--- src/rtl/axi_ad9250_pngen.sv ---
// AD9250 test-pattern source: PN9/PN23 Fibonacci LFSRs, ramp, constant and
// passthrough, one registered output stage, plus single-word bit-0 error injection.
module axi_ad9250_pngen #(
  parameter logic [8:0]  SEED_PN9  = 9'h1ff,
  parameter logic [22:0] SEED_PN23 = 23'h7fffff
) (
  input  logic        adc_clk,
  input  logic        adc_rst,
  input  logic        adc_enable,
  input  logic [3:0]  adc_pnseq_sel,
  input  logic [13:0] adc_pat_data,
  input  logic [27:0] adc_src_data,
  input  logic        adc_src_valid,
  input  logic        adc_err_inject,
  output logic [27:0] adc_data,
  output logic        adc_valid,
  output logic        adc_or,
  output logic        adc_err_pending
);

  typedef enum logic [3:0] {
    SRC_PN9   = 4'd0,
    SRC_PN23  = 4'd1,
    SRC_RAMP  = 4'd2,
    SRC_CONST = 4'd3,
    SRC_PASS  = 4'd4
  } src_e;

  logic [8:0]  pn9_q, pn9_d, pn9_cur, h9;
  logic [22:0] pn23_q, pn23_d, pn23_cur, h23;
  logic [13:0] cnt_q, cnt_d, cnt_cur;
  logic [3:0]  sel_q, sel_d;
  logic [27:0] data_q, data_d, word9, word23;
  logic        valid_q, valid_d;
  logic        or_q, or_d;
  logic        err_q, err_d;
  logic        sel_chg, nb9, nb23;

  // Next-state: restart on select change, generate 28 PN bits, mux source, apply injection
  always_comb begin
    sel_chg  = (adc_pnseq_sel != sel_q);
    sel_d    = adc_pnseq_sel;
    // Any select change restarts every generator; only the selected one is observable.
    pn9_cur  = sel_chg ? SEED_PN9  : pn9_q;
    pn23_cur = sel_chg ? SEED_PN23 : pn23_q;
    cnt_cur  = sel_chg ? '0 : cnt_q;

    // History bit 0 is the most recent sequence bit; first generated bit ends up in [27].
    h9     = pn9_cur;
    h23    = pn23_cur;
    word9  = '0;
    word23 = '0;
    nb9    = 1'b0;
    nb23   = 1'b0;
    for (int unsigned i = 0; i < 28; i++) begin
      nb9    = h9[4] ^ h9[8];
      nb23   = h23[17] ^ h23[22];
      word9  = {word9[26:0], nb9};
      word23 = {word23[26:0], nb23};
      h9     = {h9[7:0], nb9};
      h23    = {h23[21:0], nb23};
    end

    pn9_d   = pn9_cur;
    pn23_d  = pn23_cur;
    cnt_d   = cnt_cur;
    data_d  = '0;
    valid_d = 1'b0;
    or_d    = 1'b0;
    if (adc_enable) begin
      valid_d = 1'b1;
      case (adc_pnseq_sel)
        SRC_PN9: begin
          data_d = word9;
          pn9_d  = h9;
        end
        SRC_PN23: begin
          data_d = word23;
          pn23_d = h23;
        end
        SRC_RAMP: begin
          data_d = {cnt_cur + 14'd1, cnt_cur};
          cnt_d  = cnt_cur + 14'd2;
        end
        SRC_CONST: data_d = {adc_pat_data, adc_pat_data};
        SRC_PASS: begin
          data_d  = adc_src_data;
          valid_d = adc_src_valid;
          or_d    = (adc_src_data[13:0] == '1) || (adc_src_data[13:0] == '0) ||
                    (adc_src_data[27:14] == '1) || (adc_src_data[27:14] == '0);
        end
        default: data_d = '0;
      endcase
    end

    // Corruption touches only the output word, never generator state.
    err_d = err_q;
    if (err_q && valid_d) begin
      data_d[0] = ~data_d[0];
      err_d     = 1'b0;
    end else if (adc_err_inject) begin
      err_d = 1'b1;
    end
  end

  // State and output registers with synchronous reset
  always_ff @(posedge adc_clk) begin
    if (adc_rst) begin
      pn9_q   <= SEED_PN9;
      pn23_q  <= SEED_PN23;
      cnt_q   <= '0;
      sel_q   <= '0;
      data_q  <= '0;
      valid_q <= 1'b0;
      or_q    <= 1'b0;
      err_q   <= 1'b0;
    end else begin
      pn9_q   <= pn9_d;
      pn23_q  <= pn23_d;
      cnt_q   <= cnt_d;
      sel_q   <= sel_d;
      data_q  <= data_d;
      valid_q <= valid_d;
      or_q    <= or_d;
      err_q   <= err_d;
    end
  end

  assign adc_data        = data_q;
  assign adc_valid       = valid_q;
  assign adc_or          = or_q;
  assign adc_err_pending = err_q;

endmodule

--- config.mk ---
export PLATFORM = sky130hd
export DESIGN_NAME = axi_ad9250_pngen
export DESIGN_NICKNAME = d
export VERILOG_FILES = /design/src/rtl/axi_ad9250_pngen.sv
export SDC_FILE = /design/constraint.sdc
export NUM_CORES = 1
export LEC_CHECK = 0
export BUFFER_PORTS_ARGS = -buffer_cell sky130_fd_sc_hd__buf_2
export CAP_MARGIN = 10
export CORE_ASPECT_RATIO = 0.9
export CORE_MARGIN = 2
export CORE_UTILIZATION = 60
export CTS_CLUSTER_DIAMETER = 40
export DETAILED_ROUTE_END_ITERATION = 8
export PLACE_DENSITY = 0.9
export SKIP_CTS_REPAIR_TIMING = 1
export SLEW_MARGIN = 15
export SYNTH_ARGS = -nofsm -noshare
export SYNTH_HDL_FRONTEND = slang
export SYNTH_SLANG_ARGS = --single-unit
--- constraint.sdc ---
create_clock -name adc_clk -period 6.8 [get_ports adc_clk]
set_input_delay 1.36 -clock adc_clk [delete_from_list [all_inputs] [get_ports adc_clk]]
set_output_delay 1.36 -clock adc_clk [all_outputs]
set_load 0.02 [all_outputs]
; ---- Word-level counts from Yosys, hierarchy flattened
; Cells that the tools add are included.
[totals]
register_bits = 81
input_bits = 51
wordCells = 101
[op_classes]
add_sub_neg = 2
n_eq_ne = 7
mux = 14
n_bitwise = 59
n_reduce_logical = 10
[op_table]
columns = op, count
row1 = $pmux W28 S5, 1
row2 = $mux W23, 3
row3 = $xor A1 B1 Y1, 56
row4 = $mux W14, 3
row5 = $eq A14 B14 Y1 const B, 2
row6 = $logic_not A14 Y1, 2
row7 = $mux W9, 3
row8 = $add A14 B1 Y14 const B, 1
row9 = $add A14 B2 Y14 const B, 1
row10 = $eq A4 B2 Y1 const B, 2
row11 = $eq A4 B1 Y1 const B, 1
row12 = $eq A4 B3 Y1 const B, 1
row13 = $logic_not A4 Y1, 1
row14 = $mux W1, 4
row15 = $ne A4 B4 Y1, 1
row16 = $reduce_or A2 Y1, 2
row17 = $logic_or A1 B1 Y1, 3
row18 = $not A1 Y1, 3
row19 = $reduce_or A3 Y1, 1
row20 = $logic_and A1 B1 Y1, 1

; ---- Longest topological paths before layout
[depth]
depth_word = 12
mapped_depth = 13
ltp_nobuf = 10

; ---- Worst setup path before layout
; No wires, ideal clock.
[synth_path]
path_type = in2reg
start = input port adc_pnseq_sel[2]
end = register data_q[21], in the netlist adc_data[21]
setup_ps = 132
arrival_ps = 3279
slack_ps = 3389
cell_stages = 11
n_path_buf = 2
cell_sequence = buf_4 -> xnor2_2 -> and4_1 -> buf_2 -> and2_1 -> ha_1 -> nand2_1 -> or3_1 -> xnor2_1 -> a21oi_1 -> a21oi_1
[synth_via]
elab_chain_len = 5
[synth_rtl]
columns = element, line_no
row1 = "start, declared", 10  ; input logic [3:0] adc_pnseq_sel,
row2 = branches (longest 4 deep; another with $add A14 B1 Y14), -
row3 = $pmux W28 S5 (*), 72  ; case (adc_pnseq_sel)
row4 = "end signal, assigned", 122  ; data_q <= data_d;
row5 = "end, declared", 33  ; logic [27:0] data_q, data_d, word9, word23;
; Every way passes the cells marked *.
; A chain may end at the register's enable or synchronous reset.

; ---- Worst setup path after layout
[layout_path]
start = input port adc_pnseq_sel[3]
end = register data_q[25], in the netlist adc_data[25]
[layout_via]
elab_chain_len = 4
[layout_rtl]
columns = element, line_no
row1 = $ne A4 B4 Y1, 41  ; sel_chg = (adc_pnseq_sel != sel_q);
row2 = "$mux W14, or another cell as far along", 46  ; cnt_cur = sel_chg ? '0 : cnt_q;
row3 = "$add A14 B1 Y14, or another cell as far along", 82  ; data_d = {cnt_cur + 14'd1, cnt_cur};
row4 = $pmux W28 S5 (*), 72
; Mark *: on every way between the ends. The rest lies on a longest branch, timed or not.

==> impl_metrics.prom <==
# TYPE chip_impl_metric gauge
chip_impl_info{name="status",value="finished, final reports clean"} 1
chip_impl_metric{name="timing.final.crit_share",unit=""} 0.563
chip_impl_metric{name="placement_rows",unit=""} 31
chip_impl_metric{name="final_period_minus_worst_setup_slack",unit="ps"} 3830
chip_impl_metric{name="place.gp.congestion",unit=""} 1.01
chip_impl_metric{name="finalHoldViolations",unit=""} 0
chip_impl_metric{name="yosysWarnings",unit=""} 0
chip_impl_metric{name="cellLeakagePower",unit="nW"} 1.96
chip_impl_metric{name="final_layout_size_suffix_gt1_frac",unit=""} 0.178
chip_impl_metric{name="final_util",unit=""} 0.681
chip_impl_metric{name="core_area",unit="sq mm"} 0.00799
chip_impl_metric{name="grt_antenna_before_repair",unit=""} 0
chip_impl_info{name="grt_setup_unrepaired",value="false"} 1
chip_impl_metric{name="cp_slowest_stage_delay",unit="ps"} 460
chip_impl_metric{name="mapped_nets",unit=""} 659
chip_impl_metric{name="die_outline_area",unit="sq mm"} 0.00895
chip_impl_info{name="final_cell_mix",value="81 x dfxtp_1, 81 x buf_2, 75 x a21oi_1, 54 x nand2_1, 53 x nor2_1"} 1
chip_impl_metric{name="die_width",unit="microns"} 99.5
chip_impl_metric{name="total_power",unit="W"} 0.000959
chip_impl_info{name="ctsRootBufferMaster",value="clkbuf_8"} 1
chip_impl_metric{name="yosysSeqAreaShare",unit=""} 0.329
chip_impl_metric{name="post-place-ws",unit="ps"} 2700
chip_impl_metric{name="cp.arrival",unit="ps"} 4130
chip_impl_metric{name="yosys_register_bits",unit=""} 81
chip_impl_metric{name="path_max_fanout",unit=""} 38
chip_impl_info{name="crit_type",value="in2reg"} 1
chip_impl_metric{name="route.final.wire_length",unit="mm"} 15.8
chip_impl_metric{name="cts_max_level",unit=""} 3
chip_impl_metric{name="synthToLayoutAreaGrowth",unit="%"} 10.4
chip_impl_metric{name="cts.reportedPaths.clkPinSlew",unit="ps"} 90
chip_impl_metric{name="grt_max_degree",unit=""} 43
chip_impl_metric{name="max-clock-path-buffers",unit=""} 2
chip_impl_metric{name="yosysTopAreaCellShare",unit=""} 0.329
chip_impl_metric{name="grt_overflow_total",unit=""} 0
chip_impl_info{name="main_flop_type_after_synthesis",value="dfxtp_1"} 1
chip_impl_info{name="post-synth-top-area-cell",value="dfxtp_1"} 1
chip_impl_metric{name="fin_skew",unit="ps"} 7.61
chip_impl_info{name="cts_tree",value="done"} 1
chip_impl_metric{name="design.portCount",unit=""} 82
chip_impl_metric{name="irDropWorstVdd",unit="V"} 0.0000991
chip_impl_metric{name="via_count",unit=""} 4959
chip_impl_metric{name="fmaxAchievable",unit="GHz"} 0.261
chip_impl_metric{name="relSlewSlack",unit=""} 0.349
chip_impl_metric{name="average_footprint_of_a_synthesized_cell",unit="sq um"} 8.14
chip_impl_metric{name="netlist-cell-type-count",unit=""} 58
chip_impl_metric{name="drc_marker_count_from_the_first_detailed_route_iteration",unit=""} 729
chip_impl_metric{name="worst-slew-pin-transition",unit="ps"} 973
chip_impl_metric{name="cts.sinks",unit=""} 81
chip_impl_metric{name="route.detailed.vias_per_inst",unit=""} 6.57
chip_impl_metric{name="route.detailed.drc",unit=""} 0
chip_impl_info{name="critical_path_cell_list",value="buf_2 -> xnor2_2 -> and4_1 -> buf_4 -> and2_1 -> ha_1 -> nand3_1 -> nor4_1 -> xor2_1 -> nand2_1 -> a31oi_1"} 1
chip_impl_metric{name="detailedRoute.firstPassIterationCount",unit=""} 7
chip_impl_metric{name="final.setup.tns",unit="ps"} 0
chip_impl_metric{name="cp.buffers_inverters",unit=""} 2
chip_impl_info{name="worst_path_top_cell_family_by_delay",value="simple AND/OR/NAND/NOR gates"} 1
chip_impl_info{name="min-delay-path-class",value="reg2reg"} 1
chip_impl_metric{name="cts_inserted_buffers",unit=""} 9
chip_impl_metric{name="asyncSetResetFlopFracSynth",unit=""} 0
chip_impl_metric{name="setup_ws",unit="ps"} 2970
chip_impl_metric{name="port_buffers",unit=""} 81
chip_impl_metric{name="synth_cells",unit=""} 605
chip_impl_metric{name="die_height",unit="microns"} 89.9
chip_impl_metric{name="pwrdens",unit="mW/mm^2"} 176
chip_impl_metric{name="grt_use_total",unit=""} 0.358
chip_impl_metric{name="worst-endpoint-required",unit="ps"} 7100
chip_impl_metric{name="count_of_endpoints_failing_setup_in_the_final_report",unit=""} 0
chip_impl_metric{name="post-place-cells",unit=""} 739
chip_impl_metric{name="drv.max_cap_violation_count",unit=""} 0
chip_impl_metric{name="stdcell_count",unit=""} 755
chip_impl_info{name="worst_path_max_delay_cell",value="buf_2"} 1
chip_impl_metric{name="setup.reg_to_reg.worst_slack",unit="ps"} 4070
chip_impl_info{name="timing.critical_path.to_type",value="flip-flop"} 1
chip_impl_metric{name="routed_antenna_nets",unit=""} 0
chip_impl_metric{name="diodes",unit=""} 0
chip_impl_metric{name="num-nets-final",unit=""} 705
chip_impl_metric{name="number_of_global_route_vias_before_repair",unit=""} 4566
chip_impl_metric{name="initial_core_util",unit=""} 0.616
chip_impl_info{name="synth.area.top_cells",value="dfxtp_1 33%, xnor2_1 8.5%, a21oi_1 7.6%"} 1
chip_impl_metric{name="timing_max_transition_violations_final",unit=""} 0
chip_impl_metric{name="routedWlPerCell",unit="microns"} 20.9
chip_impl_metric{name="post_synth_instance_area",unit="sq mm"} 0.00492
chip_impl_metric{name="synth_enable_flop_cells",unit=""} 0
chip_impl_metric{name="hpwl",unit="mm"} 11.6
chip_impl_info{name="critPathLaunchType",value="input pin"} 1
chip_impl_metric{name="insertion_delay",unit="ps"} 370
chip_impl_metric{name="grt_first_pass_wirelength",unit="mm"} 24.8
## path summary, 6_finish.rpt
kind,from,to,cells after the start
max,adc_pnseq_sel[3],adc_data[25],11
min reg2reg,adc_err_pending,adc_err_pending,1
min,adc_err_pending,adc_err_pending,1
max reg2reg,sel_q[1],adc_data[25],10
## cell type report
cell class | instances | area, sq um
multi-input combinational | 469 | 3040
tap | 99 | 124
timing repair buffer | 86 | 443
fill | 688 | 2550
sequential | 81 | 1620
clock inverter | 4 | 52.6
inverter | 4 | 15.0
clock buffer | 12 | 145
## logic make-up after synthesis
kind of cell             after synthesis  synth area share
flip-flops                            81             0.329
XOR/XNOR                              86             0.164
AO/OA/AOI/OAI                        179             0.223
adder cells (fa/ha/maj)                3           0.00762
multiplexers                           3           0.00686
AND/OR/NAND/NOR                      198             0.215
buffers and inverters                 55            0.0539
## sequential cells by signal, summed over array words and instances (netlist names)
register         flops
cnt_q               14
pn9_q                9
adc_valid            1
pn23_q              23
adc_data            28
sel_q                4
adc_err_pending      1
adc_or               1
## through the flow
stage | hold WS [ps] | area, sq um
2_1_floorplan | 506 | 4920
3_3_place_gp | 502 | 5240
5_1_grt | 569 | 5440
3_5_place_dp | 518 | 5240
6_report | 533 | 5440
4_1_cts | 533 | 5440
## layer usage
metal	global-route usage	up-vias	share of wire
met2	0.535	365	0.44
met1	0.495	2286	0.39
met3	0.0816	63	0.13
li1	-	2245	-
met5	0	-	0
met4	0.152	0	0.040
## synth_stat cells (all sizes together) (2+ instances only)
master / count
or3: 9
a221oi: 7
nand2: 55
mux2: 3
nor2: 53
a31oi: 10
and2: 6
o211ai: 3
dfxtp: 81
a21oi: 75
nor2b: 4
a32oi: 2
nor3: 5
xnor2: 51
nand2b: 7
o21ai: 28
xor2: 34
nor4: 17
and3: 2
or4: 3
o22ai: 9
o22a: 4
nor3b: 3
a222oi: 4
inv: 4
buf: 29
nand4: 10
or2: 2
clkbuf: 22
nor4b: 4
a22oi: 14
nand3: 13
ha: 3
o21bai: 17
## power by group
group          total, W  switching [W]  internal [W]
logic          0.000109      0.0000722     0.0000369
registers      0.000483     0.00000411      0.000479
clock network  0.000367       0.000187      0.000180
No activity file was read; power rests on OpenSTA's default activity.
